<file path="src/rtl/dff_bank_pkg.sv">
// Shared types and constants for the round-robin register bank controller.
package dff_bank_pkg;

  typedef enum logic {ST_IDLE, ST_CLR} state_t;

  localparam int DEF_NREQ  = 4;
  localparam int DEF_NREG  = 8;
  localparam int DEF_WIDTH = 8;

  function automatic int clog2(input int n);
    int r;
    for (r = 0; (1 << r) < n; r++) begin
    end
    return r;
  endfunction

endpackage

</file>
<file path="src/rtl/dff_bank_ctrl_rr_arbiter.sv">
// Combinational round-robin picker: first asserted request searched from last+1.
module rr_arbiter
  import dff_bank_pkg::*;
#(
  parameter  int NREQ = DEF_NREQ,
  localparam int IW   = clog2(NREQ)
) (
  input  logic [NREQ-1:0] req,
  input  logic [IW-1:0]   last,
  output logic [NREQ-1:0] onehot,
  output logic [IW-1:0]   idx,
  output logic            valid
);

  logic [IW-1:0] cand;

  always_comb begin
    onehot = '0;
    idx    = '0;
    valid  = 1'b0;
    cand   = '0;
    for (int k = 1; k <= NREQ; k++) begin
      cand = IW'((int'(last) + k) % NREQ);
      if (!valid && req[cand]) begin
        valid        = 1'b1;
        idx          = cand;
        onehot[cand] = 1'b1;
      end
    end
  end

endmodule

</file>
<file path="src/rtl/dff_bank_ctrl.sv">
// Shared register bank with round-robin write arbitration and a sequenced clear-all.
module dff_bank_ctrl
  import dff_bank_pkg::*;
#(
  parameter  int NREQ  = DEF_NREQ,
  parameter  int NREG  = DEF_NREG,
  parameter  int WIDTH = DEF_WIDTH,
  localparam int AW    = clog2(NREG)
) (
  input  logic                  clock,
  input  logic                  clear,
  input  logic [NREQ-1:0]       req,
  input  logic [NREQ*AW-1:0]    req_addr,
  input  logic [NREQ*WIDTH-1:0] req_data,
  output logic [NREQ-1:0]       grant,
  input  logic                  clr_all,
  output logic                  busy,
  output logic                  clr_done,
  input  logic [AW-1:0]         rd_addr,
  output logic [WIDTH-1:0]      rd_data
);

  localparam int IW = clog2(NREQ);

  state_t           state;
  logic [AW-1:0]    idx;
  logic [IW-1:0]    last;
  logic [WIDTH-1:0] bank [NREG];

  logic [NREQ-1:0]  eff;
  logic [NREQ-1:0]  win_oh;
  logic [IW-1:0]    win_idx;
  logic             win_vld;
  logic [AW-1:0]    waddr;
  logic [WIDTH-1:0] wdata;

  // The requester acked this cycle is masked so a late deassert cannot write twice.
  assign eff   = req & ~grant;
  assign waddr = req_addr[int'(win_idx)*AW +: AW];
  assign wdata = req_data[int'(win_idx)*WIDTH +: WIDTH];

  rr_arbiter #(.NREQ(NREQ)) u_arb (
    .req    (eff),
    .last   (last),
    .onehot (win_oh),
    .idx    (win_idx),
    .valid  (win_vld)
  );

  assign rd_data = bank[rd_addr];

  always_ff @(posedge clock) begin
    if (clear) begin
      state    <= ST_IDLE;
      idx      <= '0;
      last     <= IW'(NREQ - 1);
      grant    <= '0;
      busy     <= 1'b0;
      clr_done <= 1'b0;
      for (int i = 0; i < NREG; i++) bank[i] <= '0;
    end else begin
      grant    <= '0;
      clr_done <= 1'b0;
      case (state)
        ST_IDLE: begin
          if (clr_all) begin
            state <= ST_CLR;
            busy  <= 1'b1;
            idx   <= '0;
          end else if (win_vld) begin
            bank[waddr] <= wdata;
            grant       <= win_oh;
            last        <= win_idx;
          end
        end
        ST_CLR: begin
          bank[idx] <= '0;
          if (idx == AW'(NREG - 1)) begin
            state    <= ST_IDLE;
            busy     <= 1'b0;
            clr_done <= 1'b1;
            idx      <= '0;
            // Grants resume on the final zeroing edge; this write lands after the zero.
            if (win_vld) begin
              bank[waddr] <= wdata;
              grant       <= win_oh;
              last        <= win_idx;
            end
          end else begin
            idx <= idx + 1'b1;
          end
        end
        default: state <= ST_IDLE;
      endcase
    end
  end

endmodule

</file>
<file path="config.mk">
export PLATFORM = sky130hd
export DESIGN_NAME = dff_bank_ctrl
export DESIGN_NICKNAME = d
export VERILOG_FILES = /design/src/rtl/dff_bank_pkg.sv /design/src/rtl/dff_bank_ctrl_rr_arbiter.sv /design/src/rtl/dff_bank_ctrl.sv
export SDC_FILE = /design/constraint.sdc
export NUM_CORES = 1
export LEC_CHECK = 0
export ABC_AREA = 0
export BUFFER_PORTS_ARGS = -buffer_cell sky130_fd_sc_hd__buf_4
export CAP_MARGIN = 30
export CORE_ASPECT_RATIO = 2
export CORE_MARGIN = 5
export CORE_UTILIZATION = 35
export CTS_CLUSTER_SIZE = 16
export DETAILED_ROUTE_END_ITERATION = 10
export GPL_TIMING_DRIVEN = 0
export MAX_ROUTING_LAYER = met4
export PLACE_DENSITY = 0.53
export SYNTH_ARGS = -nofsm -noshare
export SYNTH_HDL_FRONTEND = slang
export SYNTH_SLANG_ARGS = --single-unit
</file>
<file path="constraint.sdc">
create_clock -name clock -period 4.35 [get_ports clock]
set_input_delay 0.87 -clock clock [delete_from_list [all_inputs] [get_ports clock]]
set_output_delay 0.87 -clock clock [all_outputs]
set_load 0.1 [all_outputs]
</file>
==> results.ini, run 1 <==
[sta]
hold_violations = 0
rsz0062_at_grt = false
hold_ws_ps = 485
finalCriticalPeriod_ps = 4130
clock-skew-final_ps = 7.69
max_freq_mhz = 242
drv_slew = 0
maxSlewHeadroom_pct = 47.1
setup_viol = 0
final.period_utilization_pct = 95.1
worstMarginPinSlew_ps = 793

[hold_path]
min-delay-path-class = reg -> reg

[yosys]
yosysSeqAreaShare_pct = 30.5
dominantRegCellSynth = dfxtp_1
async_reset_ff_share_pct = 0
syn_area_mm2 = 0.00499
synth_warnings = 0
postSynthAreaPerCell_um2 = 9.24
syn-num-nets = 604
synth-edff-count = 0
synth-seq-cells = 76
netlist_instances = 540
synth_cell_types = 57

[setup_path]
cp_common_cell = buf_6
max_stage_delay_ps = 430
crit_buf_inv = 6
path_cells = clkbuf_4 -> clkinv_1 -> buf_2 -> ha_2 -> and4b_1 -> a31oi_1 -> and3_1 -> buf_6 -> nor3_2 -> a2111o_1 -> and4_4 -> buf_6 -> mux2i_4 -> buf_12 -> a31oi_4 -> a21oi_2
critPathTopFamily = compound AO/OA/AOI/OAI gates
endpoint_kind = register
arrival_ps = 4340
cp_max_fo = 13
required_ps = 4560
critPathKind = reg -> reg
cp-start-kind = register
cp_slowest_cell = dfxtp_1

[die]
rows = 61
die_h_um = 179
die_w_um = 94.4
die_area_mm2 = 0.0169
start_util_pct = 35.7
core_area_mm2 = 0.0140
boundaryPins = 68

[clock_network]
root_buffer = clkbuf_16
numCtsBuffers = 9
clk_pin_slew_worst_paths_ps = 70
postCtsHoldBufs = 0
cts_tree = done
htreeDepth = 3
worstSkewPairLatency_ps = 340
clkSinkCount = 76
cts_max_path_buffers = 2

[route]
route.detailed.drc = 0
via_per_inst = 5.71
wl_per_cell_um = 20.6
drtIter0Drc = 292
final_antenna_net_count = 0
routed_wl_mm = 16.9
drtPass1Iterations = 4
vias = 4682

[global_route]
grt_pass1_wl_mm = 26.2
grt_pass1_vias = 4920
grt_max_degree = 14
grt.overflow.total = 0
grt_util_all_layers_pct = 20.9
antenna_found_initial = 0

[final_layout]
final_cell_count_no_fill = 820
drive_above_1_share_pct = 37.4
nNetsFinal = 690
regArea_mm2 = 0.00152
diodes = 0
final_util_pct = 44.8
fill_cells = 1368
area_growth_pct = 25.5
multiInputGateArea_mm2 = 0.00338

[placement]
io_buffer_count = 63
dp_hpwl_mm = 13.4
placedCellCount = 795
gp_congestion = 0.854

[run]
cap_violations = 0

[power]
peakVddDrop_v = 0.000222
cellLeakagePower_nw = 2.18
power_density_mw_per_mm2 = 437

[status]
status = completed

## state kept, by name (all words and copies together), names as in the netlist
| name | cells |
|---|---|
| clr_done | 1 |
| idx | 3 |
| grant | 4 |
| busy | 1 |
| last | 2 |
| state | 1 |
| bank | 64 |
## placed cells by master (no fill, tap or decap), types with 4 or more instances in the layout
cell type | netlist | layout
a31oi_4 | 7 | 7
mux2i_1 | 10 | 10
nand3_1 | 61 | 61
clkbuf_16 | 0 | 9
nor2b_1 | 8 | 8
clkbuf_1 | 28 | 16
o21ai_1 | 11 | 4
o311ai_0 | 9 | 8
nand4_1 | 5 | 5
nand3b_1 | 18 | 18
inv_1 | 4 | 4
dfxtp_1 | 76 | 76
ha_1 | 10 | 9
mux2_2 | 16 | 16
nand2_1 | 43 | 43
o211ai_1 | 24 | 24
buf_4 | 0 | 72
buf_2 | 5 | 5
a21oi_2 | 56 | 57
nor2_1 | 15 | 14
and2_1 | 4 | 4
clkbuf_2 | 0 | 9
nor3_1 | 5 | 5
a222oi_1 | 4 | 4
a21oi_1 | 22 | 20
nand2b_1 | 22 | 22
o21ai_2 | 0 | 7
o21ai_0 | 8 | 8
o21a_1 | 4 | 4
mux4_2 | 17 | 17
buf_12 | 0 | 5
## Yosys cell counts, types with 4 or more instances
cell	number	area share, %
o21ai_1	11	1.1
nand3_1	61	6.1
a21oi_2	56	9.8
nand2b_1	22	2.8
and2_1	4	0.50
o21ai_0	8	0.80
mux2_2	16	3.6
ha_1	10	2.5
mux4_2	17	7.7
nor3_1	5	0.50
nor2b_1	8	1.0
inv_1	4	0.30
o211ai_1	24	3.6
nor2_1	15	1.1
mux2i_1	10	2.0
a21oi_1	22	2.2
nand3b_1	18	2.7
buf_2	5	0.50
a222oi_1	4	0.80
a31oi_4	7	3.0
dfxtp_1	76	30
nand2_1	43	3.2
o21a_1	4	0.60
nand4_1	5	0.63
clkbuf_1	28	2.1
o311ai_0	9	1.6
## worst register-to-register path, stage by stage (launching register included)
cell      delay (ps)
dfxtp_1          430
clkbuf_4         250
clkinv_1         170
buf_2            270
ha_2             370
and4b_1          200
a31oi_1          230
and3_1           220
buf_6            150
nor3_2            90
a2111o_1         430
and4_4           190
buf_6            130
mux2i_4          210
buf_12           160
a31oi_4          430
a21oi_2           60
## power breakdown
group	total (mW)	internal (mW)	switching [mW]
combinational	1.24	0.409	0.832
clock	0.711	0.401	0.310
sequential	0.786	0.751	0.0350
## routing by layer
layer,part of all wire (%),GRT usage [%],vias to the layer above
li1,-,-,2217
met1,35,19.2,2310
met2,57,40.5,107
met3,2.5,2.06,48
met4,5.8,12.3,0
met5,0,-,-
## layout make-up
class                           count  area share [%]
Buffer                             37            2.92
Sequential cell                    76            24.3
Tap cell                          189            3.78
Clock inverter                      6           0.619
Inverter                            5           0.300
Timing Repair Buffer               77            10.2
Clock buffer                       10            3.82
Multi-Input combinational cell    420            54.0
## metrics by stage
step	setup WS [ps]	TNS (ps)	power [mW]	cell area [um2]
2_1_floorplan	580	0	1.55	4990
3_3_place_gp	-354	-13830	1.87	5700
3_5_place_dp	-342	-13960	1.91	5720
4_1_cts	4.35	0	2.67	6100
5_1_grt	12.9	0	2.86	6260
6_report	215	0	2.74	6260
## kinds of logic (layout without fill, tap and decap cells)
group           after synthesis  in the layout  synth area share, %
mux                          44             44                 13.7
fa+ha+maj                    10             10                 2.51
compound gates              166            166                 27.6
xor+xnor                      1              1                0.176
simple gates                199            199                 21.6
flops                        76             76                 30.5
buf+inv                      44            135                 3.89
## path summary, 6_finish.rpt
path	cells past startpoint	end	slack, ps	from
hold / removal	2	bank[3][5]	490	bank[3][5]
setup reg to reg	16	bank[2][5]	220	last[0]
hold reg to reg	2	bank[3][5]	490	bank[3][5]
setup / recovery	16	bank[2][5]	220	last[0]
## repair_timing
item | in CTS | in global routing
resized for setup | 17 | 27
buffers inserted | 2 | 9
pin swaps | 3 | 7
setup endpoints to repair | 64 | 64
Note: power is estimated with default switching activity, not from simulation.
==> run 2: changes to the inputs <==
--- a/config.mk
+++ b/config.mk
@@ -9,7 +9,7 @@
 export BUFFER_PORTS_ARGS = -buffer_cell sky130_fd_sc_hd__buf_4
 export CAP_MARGIN = 30
 export CORE_ASPECT_RATIO = 2
-export CORE_MARGIN = 5
+export CORE_MARGIN = 3
 export CORE_UTILIZATION = 35
 export CTS_CLUSTER_SIZE = 16
 export DETAILED_ROUTE_END_ITERATION = 10
==> constraint.sdc (replaced) <==
create_clock -name clock -period 4.35 [get_ports clock]
set_input_delay 0.6525 -clock clock [delete_from_list [all_inputs] [get_ports clock]]
set_output_delay 0.6525 -clock clock [all_outputs]
set_load 0.1 [all_outputs]
==> results.ini, run 2 (synthesis gave the netlist of run 1 again) <==
[sta]
drv_slew = 0  ; unchanged
setup_viol = 0  ; unchanged
finalCriticalPeriod_ps = 4140  ; +2.01 ps
tns_ps = 0  ; unchanged
final.period_utilization_pct = 95.1  ; about the same
worstMarginPinSlew_ps = 814  ; +20.8 ps
maxSlewHeadroom_pct = 45.8  ; -1.4 points
clock-skew-final_ps = 11.5  ; +3.77 ps
hold_ws_ps = 480  ; -5.17 ps
hold_violations = 0  ; unchanged
max_freq_mhz = 242  ; about the same
rsz0062_at_grt = true

[setup_path]
critPathTopFamily = compound AO/OA/AOI/OAI gates
crit_buf_inv = 6  ; unchanged
cp-start-kind = register
endpoint_kind = register
cp_common_cell = buf_6
cp_max_fo = 13  ; unchanged
required_ps = 4610  ; +50 ps
arrival_ps = 4400  ; +60 ps
max_stage_delay_ps = 430  ; about the same
path_cells = clkbuf_4 -> clkinv_1 -> buf_2 -> ha_1 -> nor2_1 -> a22oi_2 -> and3_1 -> buf_6 -> nor3_2 -> a2111o_1 -> and4_4 -> buf_6 -> clkbuf_1 -> a21oi_2 -> nand3_1 -> a21oi_1
cp_slowest_cell = a2111o_1
critPathKind = reg -> reg

[global_route]
grt_max_degree = 14  ; unchanged
antenna_found_initial = 0  ; unchanged
grt_pass1_wl_mm = 26.0  ; -1.0%
grt.overflow.total = 0  ; unchanged
grt_pass1_vias = 4889  ; -0.63%
grt_util_all_layers_pct = 21.6  ; +0.66 points

[die]
die_area_mm2 = 0.0158  ; -6.4%
start_util_pct = 35.7  ; unchanged
core_area_mm2 = 0.0140  ; unchanged
die_h_um = 175  ; -2.2%
boundaryPins = 68  ; unchanged
die_w_um = 90.4  ; -4.2%
rows = 61  ; unchanged

[final_layout]
fill_cells = 1378  ; +0.73%
drive_above_1_share_pct = 36.7  ; -0.66 points
final_common_cell = dfxtp_1
final_util_pct = 45.0  ; +0.16 points
final_cell_mix = dfxtp_1 (76), buf_4 (68), nand3_1 (61)
final_cell_count_no_fill = 815  ; -0.61%
reg.largest.list = bank: 64 flops, grant: 4 flops, idx: 3 flops
largest_register_ffs = 64  ; unchanged
diodes = 0  ; unchanged
largest_register = bank
area_growth_pct = 26.0
nNetsFinal = 686  ; -0.58%
regArea_mm2 = 0.00152  ; unchanged
multiInputGateArea_mm2 = 0.00338  ; unchanged

[route]
final_antenna_net_count = 0  ; unchanged
route.met3.wl_um = 517  ; +23%
wl_met1_mm = 5.70  ; -3.5%
highest_layer = met4
drtIter0Drc = 203  ; -30%
route.met2.wl_mm = 9.44  ; -1.6%
wl_per_cell_um = 20.3  ; -1.3%
vias = 4585  ; -2.1%
via_per_inst = 5.63  ; -1.5%
drtPass1Iterations = 6  ; +2
route.detailed.drc = 0  ; unchanged
routed_wl_mm = 16.6  ; -1.9%

[placement]
placedCellCount = 792  ; -0.38%
dp_hpwl_mm = 13.1  ; -2.3%
io_buffer_count = 63  ; unchanged
gp_congestion = 0.876  ; +2.6%

[clock_network]
clkSinkCount = 76  ; unchanged
cts_tree = done
postCtsHoldBufs = 0  ; unchanged
root_buffer = clkbuf_16
clk_pin_slew_worst_paths_ps = 60  ; about the same
worstSkewPairLatency_ps = 340  ; about the same
numCtsBuffers = 9  ; unchanged
cts_max_path_buffers = 2  ; unchanged
htreeDepth = 3  ; unchanged

[power]
cellLeakagePower_nw = 2.18  ; -0.30%
finalPower_mw = 2.92  ; +6.5%
power_density_mw_per_mm2 = 464  ; +6.2%
peakVddDrop_v = 0.000189  ; -15%

[run]
cap_violations = 0  ; unchanged

[status]
status = completed

[hold_path]
min-delay-path-class = reg -> reg

run 2: changes by cell type in the layout (fill, tap and decap cells not counted), sizes merged:
cell,change
buf,-6
bufinv,+4
clkbuf,+1
clkinv,-3
clkinvlp,-1
run 2: stage by stage:
step | area, um2 | setup WS (ps)
final | 6280 | 213
after global routing | 6280 | -23.5
after CTS | 6190 | 28.2
after detailed placement | 5700 | -375
after global placement | 5700 | -305
after floorplan | 4990 | 580
run 2: path summary, 6_finish.rpt:
| kind | cells after the start | slack (ps) | endpoint | startpoint |
|---|---|---|---|---|
| worst max register to register | 16 | 210 | bank[5][1] | last[0] |
| worst min-delay path | 2 | 480 | bank[3][0] | bank[3][0] |
| worst min register to register | 2 | 480 | bank[3][0] | bank[3][0] |
| worst max-delay path | 16 | 210 | bank[5][1] | last[0] |
run 2: worst min-delay path, cell delays in order, from the launching register on:
cell,delay (ps)
dfxtp_1,310
nand3_1,80
a21oi_2,50
run 2: power by group:
group	switching, mW	total, mW	internal (mW)
Combinational	0.820	1.21	0.386
Clock	0.308	0.926	0.618
Sequential	0.0344	0.785	0.751
run 2: final cells by class:
cell class | count | area share, %
multi-input combinational | 420 | 53.9
timing repair buffer | 71 | 9.08
inverter | 5 | 0.299
tap | 189 | 3.76
sequential | 76 | 24.2
buffer | 39 | 3.05
clock buffer | 9 | 3.58
clock inverter | 6 | 2.17
run 2: repair_timing:
item / CTS / global route
buffers inserted: 4 / 4
resized for setup: 19 / 24
pin swaps: 3 / 4
endpoints found under the setup margin: 64 / 64
run 2: routing by layer:
layer  GRT usage (%)  vias up
met5               -        -
met4            12.7        0
met3            2.59       43
met2            42.1      122
met1            19.6     2210
li1                -     2210
==> run 3: changes to the inputs <==
--- a/config.mk
+++ b/config.mk
@@ -18,4 +18,5 @@
 export PLACE_DENSITY = 0.53
 export SYNTH_ARGS = -nofsm -noshare
 export SYNTH_HDL_FRONTEND = slang
+export SYNTH_HIERARCHICAL = 1
 export SYNTH_SLANG_ARGS = --single-unit
==> results.ini, run 3 <==
[route]
drtPass1Iterations = 5  ; -1
drtIter0Drc = 411  ; +100%
final_antenna_net_count = 0  ; unchanged
via_per_inst = 6.37  ; +13%
routed_wl_mm = 16.8  ; +1.3%
vias = 4595  ; +0.22%
route.detailed.drc = 0  ; unchanged
wl_per_cell_um = 23.3  ; +15%

[global_route]
grt_pass1_wl_mm = 26.0  ; +0.11%
grt_util_all_layers_pct = 23.6  ; +2.0 points
grt_pass1_vias = 4715  ; -3.6%
grt_max_degree = 13  ; -1
antenna_found_initial = 0  ; unchanged
grt.overflow.total = 0  ; unchanged

[final_layout]
area_growth_pct = 21.1
final_common_cell = dfxtp_1
drive_above_1_share_pct = 27.9  ; -8.8 points
nNetsFinal = 629  ; -8.3%
largest_register = bank
largest_register_ffs = 64  ; unchanged
diodes = 0  ; unchanged
fill_cells = 1298  ; -5.8%
reg.largest.list = bank: 64 flops, grant: 4 flops, idx: 3 flops
final_cell_mix = dfxtp_1 (75), nand3_1 (65), o211ai_1 (64), buf_4 (64), a22oi_1 (60)

[sta]
tns_ps = 0  ; unchanged
worstMarginPinSlew_ps = 599  ; -215 ps
drv_slew = 0  ; unchanged
clock-skew-final_ps = 5.66  ; -5.80 ps
final.period_utilization_pct = 91.2  ; -3.9 points
rsz0062_at_grt = false
finalCriticalPeriod_ps = 3970  ; -169 ps
maxSlewHeadroom_pct = 60.1  ; +14 points
hold_violations = 0  ; unchanged
setup_viol = 0  ; unchanged
max_freq_mhz = 252  ; +4.3%

[yosys]
netlist_instances = 491  ; -9.1%
synth_cell_types = 50  ; -12%
synth-seq-cells = 76  ; unchanged
netlist.area_leader.share_pct = 31.9  ; +1.4 points
synth-edff-count = 0  ; unchanged
syn_area_mm2 = 0.00477  ; -4.3%
syn-num-nets = 555  ; -8.1%
yosysTopAreaCell = dfxtp_1
synth_common_cells = dfxtp_1 (76), nand3_1 (65), o211ai_1 (64)
synth.area.top_cells = dfxtp_1 (32%), mux4_2 (13%), o211ai_1 (10%)
postSynthAreaPerCell_um2 = 9.72  ; +5.2%
synth_warnings = 6  ; +6
yosysMostFrequentCell = dfxtp_1
async_reset_ff_share_pct = 0  ; unchanged
dominantRegCellSynth = dfxtp_1
yosysSeqAreaShare_pct = 31.9  ; +1.4 points

[setup_path]
required_ps = 4550  ; -60 ps
endpoint_kind = register
cp-start-kind = register
arrival_ps = 4170  ; -230 ps
cp_slowest_cell = mux4_2
crit_buf_inv = 4  ; -2
cp_max_fo = 10  ; -3
cp_common_cell = buf_6
max_stage_delay_ps = 650  ; +220 ps
critPathTopFamily = compound AO/OA/AOI/OAI gates
path_cells = buf_4 -> inv_2 -> nor4_1 -> a21oi_1 -> o22ai_2 -> o31a_1 -> buf_6 -> mux4_2 -> xnor2_4 -> a41oi_2 -> buf_6 -> a22oi_1
critPathKind = reg -> reg

[placement]
io_buffer_count = 63  ; unchanged
dp_hpwl_mm = 12.8  ; -2.0%
gp_congestion = 0.850  ; -3.0%

[status]
status = completed

[die]
die_h_um = 171  ; -2.1%
core_area_mm2 = 0.0132  ; -5.4%
boundaryPins = 68  ; unchanged
die_area_mm2 = 0.0152  ; -4.1%
die_w_um = 88.6  ; -2.1%
rows = 59  ; -3.3%
start_util_pct = 36.1  ; +0.40 points

[clock_network]
cts_max_path_buffers = 2  ; unchanged
cts_setup_buffers = 0  ; -4
numCtsBuffers = 9  ; unchanged
root_buffer = clkbuf_16
cts_tree = done
htreeDepth = 3  ; unchanged
clkSinkCount = 76  ; unchanged
clk_pin_slew_worst_paths_ps = 60  ; about the same
worstSkewPairLatency_ps = 340  ; about the same

[run]
cap_violations = 0  ; unchanged

[power]
pwr-share-clk_pct = 34.6  ; +2.9 points
peakVddDrop_v = 0.000228  ; +20%
power_switching_mw = 0.923  ; -21%
cellLeakagePower_nw = 2.37  ; +8.6%
power_frac_seq_pct = 30.8  ; +3.9 points
p_sw_share_pct = 36.7  ; -3.2 points
intPower_mw = 1.60  ; -9.1%
pwr-share-comb_pct = 34.6  ; -6.7 points
power_density_mw_per_mm2 = 436  ; -6.1%
finalPower_mw = 2.52  ; -14%

[hold_path]
min-delay-path-class = reg -> reg

[run 3: changes by cell type after synthesis, moves of 6 or more]
cell / previous run / this run
nand3b_1: 18 / 0
mux4_2: 17 / 28
o21ai_1: 11 / 5
a31oi_4: 7 / 0
nand2b_1: 22 / 3
buf_2: 5 / 17
nand2_1: 43 / 17
o211ai_1: 24 / 64
a21oi_2: 56 / 1
mux2_2: 16 / 8
a21oi_1: 22 / 6
mux2i_1: 10 / 4
a22oi_1: 2 / 60
o311ai_0: 9 / 0
[run 3: worst min-delay path: cells and delay by family (launching register included)]
| kind | cells | cell delay [ps] |
|---|---|---|
| flip-flops | 1 | 330 |
| AND/OR/NAND/NOR | 1 | 70 |
| AO/OA/AOI/OAI | 1 | 60 |
[run 3: kinds of logic (layout without fill, tap and decap cells)]
kind of cell               Yosys count  count (layout)  synth area share (%)
AOI/OAI and AO/OA                  164             164                  27.5
and+or+nand+nor                    131             131                  14.0
DFF                                 76              76                  31.9
buffers and inverters               66             144                  6.66
muxes                               41              41                  16.4
adders and majority gates           10              10                  2.62
xor gates and xnor gates             3               3                 0.944
[run 3: final cells by class]
cell class,count,area [um2],area share (%)
Multi-Input combinational cell,349,2940,50.8
Sequential cell,76,1520,26.3
Timing Repair Buffer,63,473,8.18
Buffer,59,293,5.06
Clock buffer,11,243,4.20
Tap cell,152,190,3.29
Clock inverter,4,97.6,1.69
Inverter,7,26.3,0.455
[run 3: layer usage]
layer / track usage, % / part of all wire [%] / vias up
li1: - / - / 2068
met1: 24.6 / 35 / 2223
met2: 41.4 / 53 / 246
met3: 3.28 / 5.8 / 58
met4: 13.0 / 6.2 / 0
met5: - / 0 / -
[run 3: timing repair]
action                     CTS  global route
hold buffers                 0             0
setup endpoints to repair    0            43
resized for setup            0             4
[run 3: power by group through the flow]
stage                     sequential, mW  clock [mW]  combinational (mW)
after global placement             0.786           0               0.843
after floorplan                    0.795           0               0.571
final                              0.775       0.873               0.871
after CTS                          0.773       0.883               0.858
after global routing               0.778       0.915               0.918
after detailed placement           0.788           0               0.855
[run 3: final timing paths]
path,slack (ps),from,endpoint,depth (start not counted)
max,380,last[0],bank[2][1],12
min,490,busy,busy,2
min reg2reg,490,busy,busy,2
max reg2reg,380,last[0],bank[2][1],12
[run 3: through the flow]
step	instances	hold slack, ps	utilization [%]	instance area, um2	setup slack, ps
2_1_floorplan	491	483	-	4770	316
3_3_place_gp	706	479	41.1	5440	-8.51
4_1_cts	721	499	43.7	5780	241
3_5_place_dp	706	482	41.1	5440	-110
5_1_grt	721	523	43.7	5780	126
6_report	721	494	43.7	5780	382
